### config.mk
export PLATFORM = sky130hd
export DESIGN_NAME = hyp_leg_solver
export DESIGN_NICKNAME = d
export VERILOG_FILES = /design/src/rtl/hyp_leg_solver_pkg.sv /design/src/rtl/hyp_leg_solver_isqrt_iter.sv /design/src/rtl/hyp_leg_solver.sv
export SDC_FILE = /design/constraint.sdc
export NUM_CORES = 1
export LEC_CHECK = 0
export CORE_AREA = 2 2 132 134
export DETAILED_ROUTE_END_ITERATION = 8
export DIE_AREA = 0 0 134 136
export HOLD_SLACK_MARGIN = 0.05
export PLACE_DENSITY = 0.78
export SLEW_MARGIN = 20
export SYNTH_ARGS = -nofsm -noshare
export SYNTH_HDL_FRONTEND = slang
export SYNTH_SLANG_ARGS = --single-unit
### constraint.sdc
create_clock -name clk -period 2.6 [get_ports clk]
set_input_delay 0.26 -clock clk [delete_from_list [all_inputs] [get_ports clk]]
set_output_delay 0.26 -clock clk [all_outputs]
set_load 0.01 [all_outputs]
### src/rtl/hyp_leg_solver_pkg.sv
// Shared types and constants for the hypotenuse-leg solver.
package hyp_pkg;

  localparam int HYP_W       = 8;
  localparam int HYP_SQW     = 2 * HYP_W;
  localparam int SQ_CYCLES   = HYP_W;
  localparam int ROOT_CYCLES = HYP_W;

  typedef enum logic [2:0] {
    IDLE = 3'd0,
    SQ   = 3'd1,
    DIFF = 3'd2,
    ROOT = 3'd3,
    DONE = 3'd4
  } state_t;

endpackage

### src/rtl/hyp_leg_solver_isqrt_iter.sv
// Iterative restoring integer square root, one result bit per cycle, MSB
// first. root/rem show the outcome of the iteration in progress so the
// caller can capture the final result on the same edge that done marks.
module isqrt_iter
  import hyp_pkg::*;
#(
  parameter int W = HYP_W
) (
  input  logic           clk,
  input  logic           rst_n,
  input  logic           ena,
  input  logic           start,
  input  logic [2*W-1:0] operand,
  output logic [W-1:0]   root,
  output logic [W+1:0]   rem,
  output logic           done
);

  localparam int CW = $clog2(W);

  logic [2*W-1:0] opnd;
  logic [W+1:0]   rem_acc;
  logic [W-1:0]   root_acc;
  logic [CW-1:0]  cnt;
  logic           busy;
  logic [W+1:0]   rem_sh;
  logic [W+1:0]   trial;
  logic           ge;

  // One restoring step: bring down two operand bits, try subtracting 4r+1.
  always_comb begin
    rem_sh = (rem_acc << 2) | (W+2)'(opnd[2*W-1 -: 2]);
    trial  = {root_acc, 2'b01};
    ge     = (rem_sh >= trial);
    rem    = ge ? (rem_sh - trial) : rem_sh;
    root   = (root_acc << 1) | W'(ge);
    done   = busy && (cnt == CW'(W-1));
  end

  // Load on start, then iterate W times while enabled.
  always_ff @(posedge clk or negedge rst_n) begin
    if (!rst_n) begin
      opnd     <= '0;
      rem_acc  <= '0;
      root_acc <= '0;
      cnt      <= '0;
      busy     <= 1'b0;
    end else if (ena) begin
      if (start) begin
        opnd     <= operand;
        rem_acc  <= '0;
        root_acc <= '0;
        cnt      <= '0;
        busy     <= 1'b1;
      end else if (busy) begin
        opnd     <= opnd << 2;
        rem_acc  <= rem;
        root_acc <= root;
        cnt      <= cnt + CW'(1);
        busy     <= !done;
      end
    end
  end

endmodule

### src/rtl/hyp_leg_solver.sv
// Other-leg solver: leg = floor(sqrt(c^2 - a^2)) via shift-add squaring and
// a restoring square root, behind a valid/ready handshake.
// Define HYP_LEG_ROUND_EN to round the result to nearest instead of floor;
// the rounding is folded into the last ROOT cycle so latency is unchanged.
module hyp_leg_solver
  import hyp_pkg::*;
#(
  parameter int W = HYP_W
) (
  input  logic         clk,
  input  logic         rst_n,
  input  logic         ena,
  input  logic         in_valid,
  output logic         in_ready,
  input  logic [W-1:0] c_in,
  input  logic [W-1:0] a_in,
  output logic         out_valid,
  input  logic         out_ready,
  output logic [W-1:0] leg_out,
  output logic         err_out
);

  localparam int SQW = 2 * W;
  localparam int CW  = $clog2(W);
`ifdef HYP_LEG_ROUND_EN
  localparam bit ROUND_EN = 1'b1;
`else
  localparam bit ROUND_EN = 1'b0;
`endif

  state_t         state, state_nxt;
  logic [SQW-1:0] mc_c, mc_a, acc_c, acc_a;
  logic [W-1:0]   mp_c, mp_a;
  logic [CW-1:0]  sq_cnt;
  logic           accept, is_err;
  logic [SQW-1:0] diff;
  logic [W-1:0]   root;
  logic [W+1:0]   rem;
  logic           root_done;
  logic [W-1:0]   leg_res;

  // Held low while reset is asserted, then follows IDLE.
  assign in_ready = rst_n && (state == IDLE);
  assign accept   = in_valid && in_ready && ena;
  assign is_err   = (a_in > c_in);
  assign diff     = acc_c - acc_a;
  // Round up when the remainder d - r^2 exceeds r; r=2^W-1 always has rem 0.
  assign leg_res  = root + W'(ROUND_EN && (rem > (W+2)'(root)));

  isqrt_iter #(.W(W)) u_isqrt (
    .clk     (clk),
    .rst_n   (rst_n),
    .ena     (ena),
    .start   (state == DIFF),
    .operand (diff),
    .root    (root),
    .rem     (rem),
    .done    (root_done)
  );

  // State register.
  always_ff @(posedge clk or negedge rst_n) begin
    if (!rst_n) state <= IDLE;
    else        state <= state_nxt;
  end

  // Next-state logic; everything holds while ena is low.
  always_comb begin
    state_nxt = state;
    if (ena) begin
      case (state)
        IDLE:    if (accept) state_nxt = is_err ? DONE : SQ;
        SQ:      if (sq_cnt == CW'(W-1)) state_nxt = DIFF;
        DIFF:    state_nxt = ROOT;
        ROOT:    if (root_done) state_nxt = DONE;
        DONE:    if (out_valid && out_ready) state_nxt = IDLE;
        default: state_nxt = IDLE;
      endcase
    end
  end

  // Squarers, capture and output registers.
  always_ff @(posedge clk or negedge rst_n) begin
    if (!rst_n) begin
      mc_c      <= '0;
      mc_a      <= '0;
      acc_c     <= '0;
      acc_a     <= '0;
      mp_c      <= '0;
      mp_a      <= '0;
      sq_cnt    <= '0;
      out_valid <= 1'b0;
      leg_out   <= '0;
      err_out   <= 1'b0;
    end else if (ena) begin
      case (state)
        IDLE: if (accept) begin
          mc_c    <= SQW'(c_in);
          mc_a    <= SQW'(a_in);
          mp_c    <= c_in;
          mp_a    <= a_in;
          acc_c   <= '0;
          acc_a   <= '0;
          sq_cnt  <= '0;
          err_out <= is_err;
          leg_out <= '0;
        end
        SQ: begin
          acc_c  <= acc_c + (mp_c[0] ? mc_c : '0);
          acc_a  <= acc_a + (mp_a[0] ? mc_a : '0);
          mc_c   <= mc_c << 1;
          mc_a   <= mc_a << 1;
          mp_c   <= mp_c >> 1;
          mp_a   <= mp_a >> 1;
          sq_cnt <= sq_cnt + CW'(1);
        end
        ROOT: if (root_done) begin
          leg_out   <= leg_res;
          out_valid <= 1'b1;
        end
        // Error path enters DONE with out_valid low; it rises one edge later.
        DONE: out_valid <= !(out_valid && out_ready);
        default: ;
      endcase
    end
  end

endmodule
==> impl_summary.txt <==
----------------------------------------------------
[Critical path]
  Worst r2r path cells ... 10
  Largest driver fanout on the critical path ... 14
  Kind of cell adding the most delay to the critical path ... compound AO/OA/AOI/OAI gates
  Category of the critical setup timing path ... flip-flop to flip-flop
  Nature of the critical path startpoint ... flip-flop
  Setup slack of the worst register-to-register path ... 0.10 ns
  Worst reg2reg path endpoint ... acc_a[12]$_DFFE_PN0P_
  Setup crit end kind ... flip-flop
  Data required time of the worst path ... approximately 2.9 ns
  Crit Reg-Reg Startpoint ... mp_a[0]$_DFFE_PN0P_
  Worst-path cell chain ... buf_4 > and2_1 > ha_1 > a21o_1 > or3_1 > o211ai_2 > o21ai_2 > a31oi_1 > xor2_1 > o21ai_1
  Standard cell with the maximum stage delay on the critical path ... sky130_fd_sc_hd__dfrtp_1
  Slowest stage delay, CP ... 0.40 ns
  Arrival time at the worst endpoint ... 2.79 ns
  CP bufs+invs ... 1

[Hold path]
  WHS Endpoint ... mc_c[3]$_DFFE_PN0P_
  Hold Crit Start ... c_in[3]
  Worst min path class ... input pin to flip-flop
  Number of cells traversed by the worst hold path ... 3

[Power]
  Overall power of the completed layout ... 0.01030 W
  Power density of the placed cells ... 1075 mW/mm2
  Peak supply drop ... 0.0006417 V
  Leakage power of the design ... 4.623 nW

[Timing]
  Min Clock Period, post-route ... 2.497 ns
  Timing-limited maximum frequency ... 0.4005 GHz
  Max Clock Skew ... 0.01420 ns
  Transition time at the pin with the least slew margin ... 0.5610 ns
  Period utilization ... 96.03%
  Final setup violation count ... 0
  Number of pins with negative max-slew slack in the final report ... 0
  Max-slew headroom at the worst pin ... between 60% and 70%
  Final count of hold timing violations ... 0
  RSZ-0062 raised after global routing ... true

[Global route]
  Total grt overflow ... 0
  Wire length of the first global-routing pass ... 31,710 um
  Maximum number of pins on one net before global-route repair ... 107
  Aggregate global-route resource usage ... 21.64%
  Number of global-route vias before repair ... 6,513
  Initial antenna violation count ... 0

[Logic synthesis]
  Main synth FF type ... sky130_fd_sc_hd__dfrtp_1
  Simple-gate area share of the yosys netlist ... 15.48%
  Main combinational cell family by area after synthesis ... compound AO/OA/AOI/OAI gates
  Total nets after synthesis ... roughly 970
  Register area share after synthesis ... 40.19%
  Yosys top cell area share ... ~40%
  Yosys reg bits ... between 100 and 150
  Synthesized-area fraction occupied by ao, oa, aoi and oai cells ... 24.65%
  Cell type with the largest total area after synthesis ... sky130_fd_sc_hd__dfrtp_1
  Yosys warnings ... 0
  Xor/xnor share of the synthesized area ... under 10%
  Fraction of synthesis flops using an asynchronous set or reset pin ... 100.0%
  Netlist cell types ... 67
  Number of flops mapped to enable cells by yosys ... 0
  Mux contribution to synthesized area ... 1.233%
  Synth Area per Inst ... 9.308 um2
  Cells after Synth ... 883
  Cell types occupying the most area after synthesis ... sky130_fd_sc_hd__dfrtp_1 (40%), sky130_fd_sc_hd__ha_1 (10%), sky130_fd_sc_hd__nand2_1 (5.1%), sky130_fd_sc_hd__a22o_1 (3.6%), sky130_fd_sc_hd__a21oi_1 (3.0%)
  Synthesized area ... 0.008219 mm2
  Adder and majority cell fraction of the synthesized area ... 10.93%

[Drt]
  Via total after detailed routing ... 6,750
  DR vias/cell ... roughly 5.8
  Number of antenna-violating nets in the routed design ... 0
  First-iteration detailed-routing DRC count ... roughly 540
  Number of search-and-repair iterations in the first detailed-routing pass ... 5
  Post-detailed-route DRC marker count ... 0
  Wirelength, routed ... 19,030 um
  Per-cell routed wire length ... 16.35 um

[Layout]
  Antenna diodes ... 0
  Net count of the finished layout ... 1,018
  End-of-flow core utilization ... ~57%
  Number of cells in the finished layout apart from fillers ... 1,164
  Share of post-route cells with drive strength above 1 ... 10.01%
  Relative area change from synthesis to final layout ... 16.58%

[CTS]
  Root cell of the clock tree ... sky130_fd_sc_hd__clkbuf_16
  Insertion delay of the later-clocked pin in the worst-skew pair ... 0.42 ns
  TritonCTS clock tree ... done
  Bufs on Longest Clock Path ... 2
  Clock-pin slew reported for the worst setup and hold paths after clock tree synthesis ... 0.06 ns
  Number of clock sinks ... 132
  Number of H-tree branching levels ... 4
  Number of clock buffers inserted by TritonCTS ... 17

[Die]
  Initial cell density of the core ... 48.70%
  Die Ht ... 136 um
  Area of the core ... 0.01688 mm2
  Area of the die ... between 0.015 and 0.02 mm2
  Die Wd ... 134 um
  Site Rows ... 48
  Number of top-level design ports ... 32

[Place]
  Buffers added on ports ... 31
  Detailed placement HPWL ... 13,520 um
  Cells after DPL ... 1,130
  RePlAce Congestion ... 0.8943

[Run status]
  Run status ... finished clean

[Run]
  Max-cap violations ... 0

----------------------------------------------------
[cell families (layout without fill, tap and decap cells)]
kind of cell | count (synthesis) | count (layout)
flip-flops | 132 | 132
XOR/XNOR | 32 | 32
multiplexers | 10 | 10
AND/OR/NAND/NOR | 262 | 262
adder cells (fa/ha/maj) | 70 | 70
AO/OA/AOI/OAI | 291 | 291
buffers and inverters | 86 | 142
[how the worst max path moves through the flow]
stage | from | end | slack (ns) | cells past startpoint
global placement | mp_a[0]$_DFFE_PN0P_ | acc_a[14]$_DFFE_PN0P_ | 0.13 | 11
floorplan | mp_a[0]$_DFFE_PN0P_ | acc_a[14]$_DFFE_PN0P_ | 0.03 | 12
CTS | state[1]$_DFFE_PN0P_ | in_ready | 0.06 | 4
detailed placement | mp_a[0]$_DFFE_PN0P_ | acc_a[14]$_DFFE_PN0P_ | 0.08 | 11
global route | mp_a[0]$_DFFE_PN0P_ | acc_a[14]$_DFFE_PN0P_ | -0.08 | 11
finish | mp_a[0]$_DFFE_PN0P_ | acc_a[12]$_DFFE_PN0P_ | 0.10 | 10
[registers in the layout, summed over array words and instances, names as in the netlist, 3 cells and up]
name and count:
mc_a 16, u_isqrt.rem_acc 8, u_isqrt.cnt 3, u_isqrt.opnd 16
mc_c 16, mp_c 8, state 3, leg_out 8
acc_c 16, sq_cnt 3, mp_a 8, u_isqrt.root_acc 8
acc_a 16
[synthesized netlist by cell type, types with 17 or more instances]
| cell | n |
|---|---|
| sky130_fd_sc_hd__nor2_1 | 37 |
| sky130_fd_sc_hd__nand2_1 | 111 |
| sky130_fd_sc_hd__nand3_1 | 17 |
| sky130_fd_sc_hd__xnor2_1 | 17 |
| sky130_fd_sc_hd__a21o_1 | 27 |
| sky130_fd_sc_hd__a22oi_1 | 25 |
| sky130_fd_sc_hd__o21ai_0 | 45 |
| sky130_fd_sc_hd__and2_1 | 29 |
| sky130_fd_sc_hd__dfrtp_1 | 132 |
| sky130_fd_sc_hd__inv_1 | 45 |
| sky130_fd_sc_hd__a22o_1 | 34 |
| sky130_fd_sc_hd__o22ai_1 | 18 |
| sky130_fd_sc_hd__a21oi_1 | 49 |
| sky130_fd_sc_hd__o21ai_1 | 22 |
| sky130_fd_sc_hd__ha_1 | 67 |
| sky130_fd_sc_hd__clkbuf_1 | 29 |
[per-stage QoR]
| stage | hold WS, ns | worst slack, ns | TNS (ns) | cell area (um2) |
|---|---|---|---|---|
| floorplan | -0.03559 | 0.03008 | 0 | 8220 |
| global placement | 0.3298 | 0.1279 | 0 | 8931 |
| detailed placement | 0.3308 | 0.08314 | 0 | 8931 |
| CTS | 0.4338 | 0.05617 | 0 | 9542 |
| global route | 0.4537 | -0.08177 | -0.1437 | 9582 |
| finish | 0.4396 | 0.1032 | 0 | 9582 |
[layer usage]
layer  routed length, um  vias to the layer above  share of wire (%)  global-route usage [%]
met5                   0                        -                  0                       0
met4                 246                        0                1.3                   6.678
met3                 964                       26                5.1                   4.362
met2                9210                      194                 48                   36.24
met1                8613                     3230                 45                   28.37
li1                    -                     3300                  -                       -
[cell usage in the layout (no fill, tap or decap), types with 9 or more instances in the layout]
master,instances
sky130_fd_sc_hd__nor2b_1,13
sky130_fd_sc_hd__nor2_1,37
sky130_fd_sc_hd__xnor2_1,17
sky130_fd_sc_hd__o21a_1,13
sky130_fd_sc_hd__nor3_1,9
sky130_fd_sc_hd__o22ai_1,18
sky130_fd_sc_hd__a21o_1,27
sky130_fd_sc_hd__nand3_1,17
sky130_fd_sc_hd__ha_1,67
sky130_fd_sc_hd__buf_4,31
sky130_fd_sc_hd__o21ai_0,45
sky130_fd_sc_hd__nand2b_1,12
sky130_fd_sc_hd__xor2_1,15
sky130_fd_sc_hd__and2_1,29
sky130_fd_sc_hd__a21oi_1,47
sky130_fd_sc_hd__a22o_1,34
sky130_fd_sc_hd__clkbuf_16,17
sky130_fd_sc_hd__clkdlybuf4s50_1,30
sky130_fd_sc_hd__inv_1,45
sky130_fd_sc_hd__o21ai_1,19
sky130_fd_sc_hd__a22oi_1,25
sky130_fd_sc_hd__nand2_1,111
sky130_fd_sc_hd__mux2i_1,9
sky130_fd_sc_hd__dfrtp_1,132
[final cells by class]
class / instances / area, um2
inverter: 45 / 168.9
clock buffer: 19 / 442.9
clock inverter: 12 / 157.7
timing repair buffer: 66 / 614.3
sequential: 132 / 3303
fill: 1454 / 7295
multi-input combinational: 665 / 4613
tap: 225 / 281.5
[power by group]
part / internal [W] / total (W) / switching, W
combinational: 0.00213 / 0.00471 / 0.00259
clock: 0.00153 / 0.00244 / 0.000910
sequential: 0.00268 / 0.00315 / 0.000466
[tightest hold or removal path: cells and delay by family]
| kind | cells | cell delay (ns) |
|---|---|---|
| and+or+nand+nor | 2 | 0.14 |
| buffers and inverters | 1 | 0.42 |
[what timing repair did]
item | 4_1_cts | 5_1_grt
endpoints found under the setup margin | 0 | 6
hold buffers | 1 | 0
setup buffers | 0 | 2
endpoints found under the hold margin | 26 | 0
resized for setup | 0 | 6
Power figures use the tool's default switching activity.
